$ cat src/rtl/memory_stage.sv
// memory_stage: pipeline memory stage with a two-state handshake FSM and a sticky ack-timeout flag
module memory_stage #(
  parameter int WIDTH = 24,
  parameter int REG_BITS = 4,
  parameter int TIMEOUT = 15
) (
  input  logic                clk,
  input  logic                rst,
  input  logic                valid_in,
  input  logic [WIDTH-1:0]    alu_result_in,
  input  logic [WIDTH-1:0]    write_data_in,
  input  logic [REG_BITS-1:0] write_register_in,
  input  logic                mem_read_in,
  input  logic                mem_write_in,
  input  logic                mem_reg_in,
  input  logic                reg_write_in,
  output logic                stall_out,
  output logic                mem_req,
  output logic                mem_we,
  output logic [WIDTH-1:0]    mem_addr,
  output logic [WIDTH-1:0]    mem_wdata,
  input  logic                mem_ack,
  input  logic [WIDTH-1:0]    mem_rdata,
  output logic [WIDTH-1:0]    read_data_out,
  output logic [WIDTH-1:0]    alu_result_out,
  output logic [REG_BITS-1:0] write_register_out,
  output logic                mem_reg_out,
  output logic                reg_write_out,
  output logic                valid_out,
  output logic                mem_error
);
  typedef enum logic {IDLE, ACCESS} state_t;
  localparam int CW = $clog2(TIMEOUT + 1);
  state_t state;
  logic [CW-1:0] cnt;
  logic [WIDTH-1:0] cap_alu, cap_wdata;
  logic [REG_BITS-1:0] cap_wreg;
  logic cap_rd, cap_wr, cap_mreg, cap_rw;
  logic mem_op, expire;
  assign mem_op = valid_in & (mem_read_in | mem_write_in);
  assign expire = cnt == CW'(TIMEOUT - 1);
  assign stall_out = (state == IDLE) ? mem_op : ~mem_ack;
  assign mem_req = state == ACCESS;
  assign mem_we = cap_wr;
  assign mem_addr = cap_alu;
  assign mem_wdata = cap_wdata;
  // FSM: pass ALU ops straight through, hold memory ops in ACCESS until ack or timeout
  always_ff @(posedge clk) begin
    if (rst) begin
      state <= IDLE;
      cnt <= '0;
      cap_alu <= '0;
      cap_wdata <= '0;
      cap_wreg <= '0;
      cap_rd <= 1'b0;
      cap_wr <= 1'b0;
      cap_mreg <= 1'b0;
      cap_rw <= 1'b0;
      read_data_out <= '0;
      alu_result_out <= '0;
      write_register_out <= '0;
      mem_reg_out <= 1'b0;
      reg_write_out <= 1'b0;
      valid_out <= 1'b0;
      mem_error <= 1'b0;
    end else if (state == IDLE) begin
      valid_out <= 1'b0;
      if (mem_op) begin
        state <= ACCESS;
        cnt <= '0;
        cap_alu <= alu_result_in;
        cap_wdata <= write_data_in;
        cap_wreg <= write_register_in;
        cap_rd <= mem_read_in;
        cap_wr <= mem_write_in;
        cap_mreg <= mem_reg_in;
        cap_rw <= reg_write_in;
      end else if (valid_in) begin
        alu_result_out <= alu_result_in;
        write_register_out <= write_register_in;
        mem_reg_out <= mem_reg_in;
        reg_write_out <= reg_write_in;
        read_data_out <= '0;
        valid_out <= 1'b1;
      end
    end else if (mem_ack | expire) begin
      state <= IDLE;
      alu_result_out <= cap_alu;
      write_register_out <= cap_wreg;
      mem_reg_out <= cap_mreg;
      reg_write_out <= mem_ack & cap_rw;
      read_data_out <= (mem_ack & cap_rd & ~cap_wr) ? mem_rdata : '0;
      valid_out <= 1'b1;
      mem_error <= mem_error | ~mem_ack;
    end else begin
      cnt <= cnt + 1'b1;
      valid_out <= 1'b0;
    end
  end
endmodule

$ cat config.mk
export PLATFORM = sky130hd
export DESIGN_NAME = memory_stage
export DESIGN_NICKNAME = d
export VERILOG_FILES = /design/src/rtl/memory_stage.sv
export SDC_FILE = /design/constraint.sdc
export NUM_CORES = 1
export LEC_CHECK = 0
export CAP_MARGIN = 20
export CORE_ASPECT_RATIO = 0.75
export CORE_MARGIN = 5
export CORE_UTILIZATION = 39
export DETAILED_ROUTE_END_ITERATION = 7
export PLACE_DENSITY_LB_ADDON = 0.08
export SLEW_MARGIN = 15
export SYNTH_ARGS = -nofsm -noshare
export SYNTH_HDL_FRONTEND = slang
export SYNTH_SLANG_ARGS = --single-unit
$ cat constraint.sdc
create_clock -name clk -period 1.8 [get_ports clk]
set_input_delay 0.36 -clock clk [delete_from_list [all_inputs] [get_ports clk]]
set_output_delay 0.36 -clock clk [all_outputs]
set_load 0.05 [all_outputs]
# --- After elaboration in Yosys (flattened, before gate mapping) ---
# Index checks and enable logic that the tools add are counted.
totals:
  output_inout_bits: 107
  inputBits: 84
  register_bits: 117
op_classes:
  eq_ne: 4
  n_mux: 32
  bitwise: 10
  addsub: 1
  reduce_logical: 6
ops:
  columns: ["op", "count"]
  rows:
  - ["$mux W24", 9]
  - ["$mux W4", 7]
  - ["$mux W1", 16]
  - ["$reduce_and A2 Y1", 3]
  - ["$add A4 B1 Y4 const B", 1]
  - ["$and A1 B1 Y1", 4]
  - ["$eq A4 B4 Y1 const B", 1]
  - ["$ne A2 B2 Y1 const B", 2]
  - ["$reduce_bool A2 Y1", 2]
  - ["$not A1 Y1", 3]
  - ["$or A1 B1 Y1", 3]
  - ["$reduce_and A3 Y1", 1]
  - ["$ne A2 B1 Y1 const B", 1]

# --- Longest topological paths before layout ---
# Gate-level depths: netlist of run 1.
logic_depth:
  ltp_word: 5
  mapped_depth: 8
  depth_no_buf: 5

# --- Worst setup path after synthesis of run 1 ---
# OpenSTA, ideal clock, no wires.
synth_timing:
  path_type: "reg2out"
  from: "register state (netlist: mem_req)"
  to: "output stall_out"
  path_stages_with_launch: 6
  n_path_buf: 3
  slack_ps: -837
  arrival_ps: 2277
  path_cell_list: "dfxtp_1 -> buf_4 -> nand2b_1 -> buf_2 -> clkbuf_1 -> o21ai_0"
synth_via:
  elab_chain_len: 1
synth_lines:
  columns: ["element", "line", "rtl"]
  rows:
  - ["start: declaration", "34", "state_t state;"]
  - ["start signal: assignment", "50", "state <= IDLE;"]
  - ["start signal: assignment", "69", "state <= ACCESS;"]
  - ["start signal: assignment", "87", "state <= IDLE;"]
  - ["$mux W1", "42", "assign stall_out = (state == IDLE) ? mem_op : ~mem_ack;"]
  - ["end: declaration", "17", "output logic stall_out,"]
# No other way between the ends.

# --- Worst setup path in the final report of run 1 ---
# Same ends and word-level chain as after synthesis.

==> metrics.md, run 1 <==
| Metric | Value |
|---|---|
| TritonCTS clock tree | yes |
| Leakage power | 0.003202 µW |
| Die Width | 138.8 µm |
| 1st-iter DRT viols | 312 |
| RSZ-0062 raised after global routing | false |
| Syn Inst Count | ~500 |
| Syn_nets | 585 |
| Adder-Cell Fraction of Synth Area | 0.005160 |
| Final nets | 773 |
| Status | complete, no violations |
| Synth Area in Compound Gates | 0.2946 |
| Core Util, Final | 0.6032 |
| Ant. Diodes | 0 |
| Distinct cells, synth | 34 |
| Setup Skew | ~7.4 ps |
| Number of port buffers | 190 |
| GPL Wtd Cong | about 0.80 |
| Simple-gate share of the synthesized area | 0.09082 |
| Root buf cell | clkbuf_16 |
| Synth async-reset ratio | 0 |
| Die Y | between 100 and 150 µm |
| Sequential-to-total area share from yosys stat | 0.4830 |
| Die area | ~15,000 µm² |
| Max-slew headroom | 0.3569 |
| Starting Density | 0.3969 |
| Global-route wire length before repair | 24,720 µm |
| Area of the multi-input gates | 2250 µm² |
| Hold_ws | around 270 ps |
| Total Wirelength | 15,540 µm |
| Hold buffers post-CTS | 0 |
| Final setup violation count | 0 |
| Final period util | 0.9413 |
| Crit start category | flop |
| Setup TNS | 0 ps |
| Peak Freq | 590.2 MHz |
| Share of cells above drive strength 1 | 0.2771 |
| Worst path max stage delay | 360 ps |
| Vias | 4,838 |
| DRT Pass-1 Iters | 5 |
| Clk Latency, worst-skew pair | around 400 ps |
| Initial antenna violation count | 0 |
| Vias in the first global route | 4,715 |
| Synth Register Bits | 117 |
| Buf/Inv on CP | 1 |
| WHS Path Cells | 2 |
| Post-synth EDFFs | 0 |
| DP HPWL | 10,920 µm |
| Synth-to-Final Area Change | 51.96% |
| Slew @ Worst Pin | 963.3 ps |
| Total number of yosys warnings | 0 |
| Mux contribution to synthesized area | 0.06450 |
| Clock transition at the registers of the reported paths | 50 ps |
| Max Cap Viol | 0 |
| Min-delay worst type | in -> reg |
| Ports | 191 |
| Post-layout minimum cycle time | 1694 ps |
| Core area | 12,220 µm² |
| Setup CP Type | reg -> out |
| Worst Path Max Fanout | 5 |
| R2R depth | 6 |
| Peak supply drop | 0.6648 mV |
| # fillers | 1,025 |
| Worst path cell trace | nand2b_2 > o21ai_4 > buf_12 |
| Synthesized area per cell | 9.719 µm² |
| Wire length per cell | 17.95 µm |
| Crit path max-delay family | flip-flops |
| Via/cell ratio | between 5 and 6 |
| CTS max path bufs | 2 |
| Total congestion overflow | 0 |
| Worst path required time | around 1400 ps |
| Detail Route Antenna Nets | 0 |
| Crit. End Element | output port |
| Synthesized area | 4850 µm² |
| Critical path's slowest cell | dfxtp_4 |
| Crit path depth | 3 |
| # DRC | 0 |
| Cts bufs inserted | 17 |
| Storage element area | ~2300 µm² |
| H-tree depth | 4 |
| Gr usage total | 0.2039 |
| Largest family of logic cells by synthesized area | compound AO/OA/AOI/OAI gates |
| Worst EP arrival | 1330 ps |
| XOR/XNOR share of the synthesized area | 0 |
| PD cells | 1026 nW/µm² |
| Main flop type after synthesis | dfxtp_1 |
| Final Max Tran Viols | 0 |
| Largest net degree at the start of global routing | 56 |
| Row count | 35 |
| Hold Vio Cnt, Final | 0 |
| Clock Sink Count | 117 |
[through the flow]
stage	setup slack, ps	std cells	power (µW)	cell area [µm²]
after CTS	22.32	864	7633	7347
after global routing	39.94	866	7867	7370
final	105.6	866	7564	7370
after floorplan	23.22	499	3815	4862
after detailed placement	-119.9	828	4429	6751
after global placement	-63.99	828	4406	6751
[metal layers]
layer,up-vias,share of wire,wire length [µm],global-route usage
met5,-,0,0,0
met4,0,0.013,208,0.05866
met3,17,0.094,1457,0.08649
met2,201,0.45,6948,0.3084
met1,2327,0.45,6927,0.2670
li1,2293,-,-,-
[worst reg2reg max path: stages, from the launching register on]
cell,delay (ps)
dfxtp_2,370
inv_1,50
ha_1,180
and3_1,280
o22a_1,250
buf_4,200
o211a_1,220
[final timing paths]
kind | start | end | slack, ps
worst max-delay path | mem_req | stall_out | 110
worst min-delay path | rst | mem_error | 270
worst max register to register | cnt[0] | alu_result_out[4] | 140
worst min register to register | mem_error | mem_error | 470
[where the power goes]
part	switching, µW	internal [µW]
Sequential	96.2	2740
Combinational	957	593
Clock	1140	2040
Total	2190	5370
[timing repair]
item,4_1_cts,5_1_grt
setup endpoints to repair,1,46
pin swaps,2,0
resized for setup,4,3
setup buffers,4,2
[cells in the final DEF (no fill, tap or decap), types with 2 or more instances in the layout]
cell type and instances:
nor2b_1 2, clkbuf_16 18, a32o_1 25, a31oi_1 2, ha_1 2, buf_4 143, clkdlybuf4s50_1 78, a21oi_1 58
buf_12 4, nand3_1 57, clkbuf_8 2, mux2i_1 29, nor2_1 4, clkinvlp_4 2, o21ai_0 54, dlygate4sd2_1 3
o211a_1 29, inv_1 2, dfxtp_1 115, o221ai_1 31, nand3b_1 2, mux2_2 2, clkinv_2 6, clkbuf_1 3
nand2_1 3
[flip-flops by register name, summed over array words and instances, names as in the netlist, 4 cells and up]
signal              cells
read_data_out          24
cap_wreg                4
mem_addr               24
write_register_out      4
mem_wdata              24
alu_result_out         24
cnt                     4
[cell usage after synthesis (2+ instances only)]
master | instances | share of area
dfxtp_1 | 117 | 0.48
nand2_1 | 3 | 0.0023
mux2_2 | 2 | 0.0046
nor2b_1 | 3 | 0.0039
o211a_1 | 29 | 0.060
buf_6 | 4 | 0.0093
nand3_1 | 57 | 0.059
inv_1 | 2 | 0.0015
buf_2 | 12 | 0.012
mux2i_1 | 29 | 0.060
a21oi_1 | 58 | 0.060
o221ai_1 | 31 | 0.056
buf_1 | 10 | 0.0077
nor2_1 | 5 | 0.0039
clkbuf_1 | 33 | 0.026
buf_4 | 3 | 0.0046
ha_1 | 2 | 0.0052
nand3b_1 | 2 | 0.0031
a32o_1 | 25 | 0.052
o21ai_0 | 55 | 0.057
nand2b_1 | 3 | 0.0039
a31oi_1 | 2 | 0.0026
[layout make-up]
type	count	share of cell area
clock buffers	23	0.06638
clock inverters	9	0.01019
inverters	3	0.001528
multi-input cells	317	0.3053
flip-flops and latches	117	0.3185
well taps	166	0.02818
repair buffers	231	0.2699
[kinds of logic (layout without fill, tap and decap cells)]
| kind of cell | after synthesis | count (layout) |
|---|---|---|
| flip-flops | 117 | 117 |
| adder cells (fa/ha/maj) | 2 | 2 |
| AND/OR/NAND/NOR | 80 | 80 |
| multiplexers | 31 | 31 |
| AO/OA/AOI/OAI | 204 | 204 |
| buffers and inverters | 65 | 266 |
(Power assumes the default switching activity.)
==> inputs of run 2 (changes only) <==
--- a/config.mk
+++ b/config.mk
@@ -11,6 +11,7 @@
 export CORE_UTILIZATION = 39
 export DETAILED_ROUTE_END_ITERATION = 7
 export PLACE_DENSITY_LB_ADDON = 0.08
+export SKIP_CTS_REPAIR_TIMING = 1
 export SLEW_MARGIN = 15
 export SYNTH_ARGS = -nofsm -noshare
 export SYNTH_HDL_FRONTEND = slang
==> run 2 against run 1 <==
Effect of this change: wire length grew 0.15%; count of clock-buffer cells in the layout is the same; clock power is essentially flat; sequential power is essentially flat; global-route usage shrank 0.12 points; largest cell class unchanged; largest power group unchanged.
==> metrics.md, run 2 (synthesis gave the netlist of run 1 again) <==
| Metric | Value |
|---|---|
| Status | complete, no violations |
| Number of port buffers | 190 (unchanged) |
| Global-route wire length before repair | 24,600 µm (-0.47%) |
| Core area | 12,220 µm² (unchanged) |
| Peak supply drop | 0.6682 mV (+0.51%) |
| Die Y | 106.6 µm (unchanged) |
| Total Wirelength | 15,560 µm (+0.15%) |
| Die Width | 138.8 µm (unchanged) |
| Wire length per cell | 17.99 µm (+0.26%) |
| Final Max Tran Viols | 0 (unchanged) |
| Setup Skew | 6.271 ps (-1.142 ps) |
| GPL Wtd Cong | 0.8004 (unchanged) |
| Synth-to-Final Area Change | 52.14% |
| R2R setup slack | 140 ps (about the same) |
| 1st-iter DRT viols | 285 (-8.7%) |
| Most common cell after layout, fill and taps aside | buf_4 |
| TritonCTS clock tree | yes |
| Clock Sink Count | 117 (unchanged) |
| Largest net degree at the start of global routing | 56 (unchanged) |
| Most frequent cells in the layout | buf_4, dfxtp_1, clkdlybuf4s50_1 |
| Root buf cell | clkbuf_16 |
| Non-filler cells, final | 865 (-0.12%) |
| Dpl cell area | 6751 µm² (unchanged) |
| Fin area | 7378 µm² (+0.12%) |
| Setup slack after placement | -119.9 ps (unchanged) |
| Ports | 191 (unchanged) |
| Overall power | 7570 µW (about the same) |
| Min-delay worst type | in -> reg |
| Leakage power | 0.003225 µW (+0.72%) |
| PD cells | 1026 nW/µm² (about the same) |
| RSZ-0062 raised after global routing | false |
| Vias | 4,807 (-0.64%) |
| Crit. End Element | output port |
| DP HPWL | 10,920 µm (unchanged) |
| Max Cap Viol | 0 (unchanged) |
| Detail Route Antenna Nets | 0 (unchanged) |
| Initial antenna violation count | 0 (unchanged) |
| Share of cells above drive strength 1 | 0.2761 (-0.001034) |
| Setup TNS | 0 ps (unchanged) |
| Setup slack after layout | 69.07 ps (-36.51 ps) |
| Row count | 35 (unchanged) |
| Starting Density | 0.3969 (unchanged) |
| Worst Path Max Fanout | 14 (+9) |
| Die area | 14,790 µm² (unchanged) |
| Clk Latency, worst-skew pair | 400 ps (about the same) |
| Max-slew headroom | 0.3569 (about the same) |
| Storage element area | 2347 µm² (unchanged) |
| DRT Pass-1 Iters | 7 (+2) |
| Crit start category | flop |
| Hold Vio Cnt, Final | 0 (unchanged) |
| Area of the multi-input gates | 2255 µm² (+0.22%) |
| Vias in the first global route | 4,698 (-0.36%) |
| Final nets | 772 (-0.13%) |
| Final period util | 0.9616 (+0.02028) |
| Post-layout minimum cycle time | 1731 ps (+36.51 ps) |
| Via/cell ratio | 5.557 (-0.53%) |
| H-tree depth | 4 (unchanged) |
| Cts bufs inserted | 17 (unchanged) |
| Total congestion overflow | 0 (unchanged) |
| Slew @ Worst Pin | 963.2 ps (-0.05400 ps) |
| Clock transition at the registers of the reported paths | 50 ps (about the same) |
| Worst EP arrival | 1370 ps (+40 ps) |
| # DRC | 0 (unchanged) |
| Peak Freq | 577.7 MHz (-2.1%) |
| Final setup violation count | 0 (unchanged) |
| Ant. Diodes | 0 (unchanged) |
| Gr usage total | 0.2026 (-0.001244) |
| # fillers | 1,020 (-0.49%) |
| CTS max path bufs | 2 (unchanged) |
| Placed Cells | 828 (unchanged) |
| Worst path required time | 1440 ps (about the same) |
| Setup CP Type | reg -> out |
[run 2: changes by cell type in the layout (fill, tap and decap cells not counted)]
cell            previous run  this run
buf_4                    143       142
dlygate4sd2_1              3         0
dlymetal6s2s_1             1         4
nand2b_2                   1         0
nand2b_4                   1         2
[run 2: layer usage]
| layer | GRT usage | vias to the layer above | wire length (µm) |
|---|---|---|---|
| li1 | - | 2283 | - |
| met1 | 0.2659 | 2306 | 6918 |
| met2 | 0.3042 | 201 | 7021 |
| met3 | 0.08649 | 17 | 1444 |
| met4 | 0.06075 | 0 | 180 |
| met5 | 0 | - | 0 |
[run 2: per-stage QoR]
step             util  hold slack [ps]
6_report       0.6039            263.3
5_1_grt        0.6039            267.2
4_1_cts        0.5988            250.8
3_5_place_dp   0.5526            461.3
3_3_place_gp   0.5526            449.0
2_1_floorplan       -            436.6
[run 2: worst max-delay path, stage by stage, from the launching register on]
cell,delay [ps]
dfxtp_4,460
nand2b_4,110
buf_4,170
o21ai_4,80
buf_12,160
[run 2: layout make-up]
class,instances,area share
Timing Repair Buffer,230,0.2701
Clock inverter,9,0.01017
Sequential cell,117,0.3181
Inverter,3,0.001526
Tap cell,166,0.02815
Clock buffer,23,0.06630
Multi-Input combinational cell,317,0.3056
[run 2: final timing paths]
kind	start	endpoint	depth (start not counted)
min	rst	mem_error	2
max	mem_req	stall_out	4
min reg2reg	cap_rd	cap_rd	2
max reg2reg	cnt[0]	alu_result_out[4]	6
[run 2: power breakdown]
group          switching (µW)  internal (µW)
Sequential                102           2740
Combinational             951            595
Clock                    1140           2040
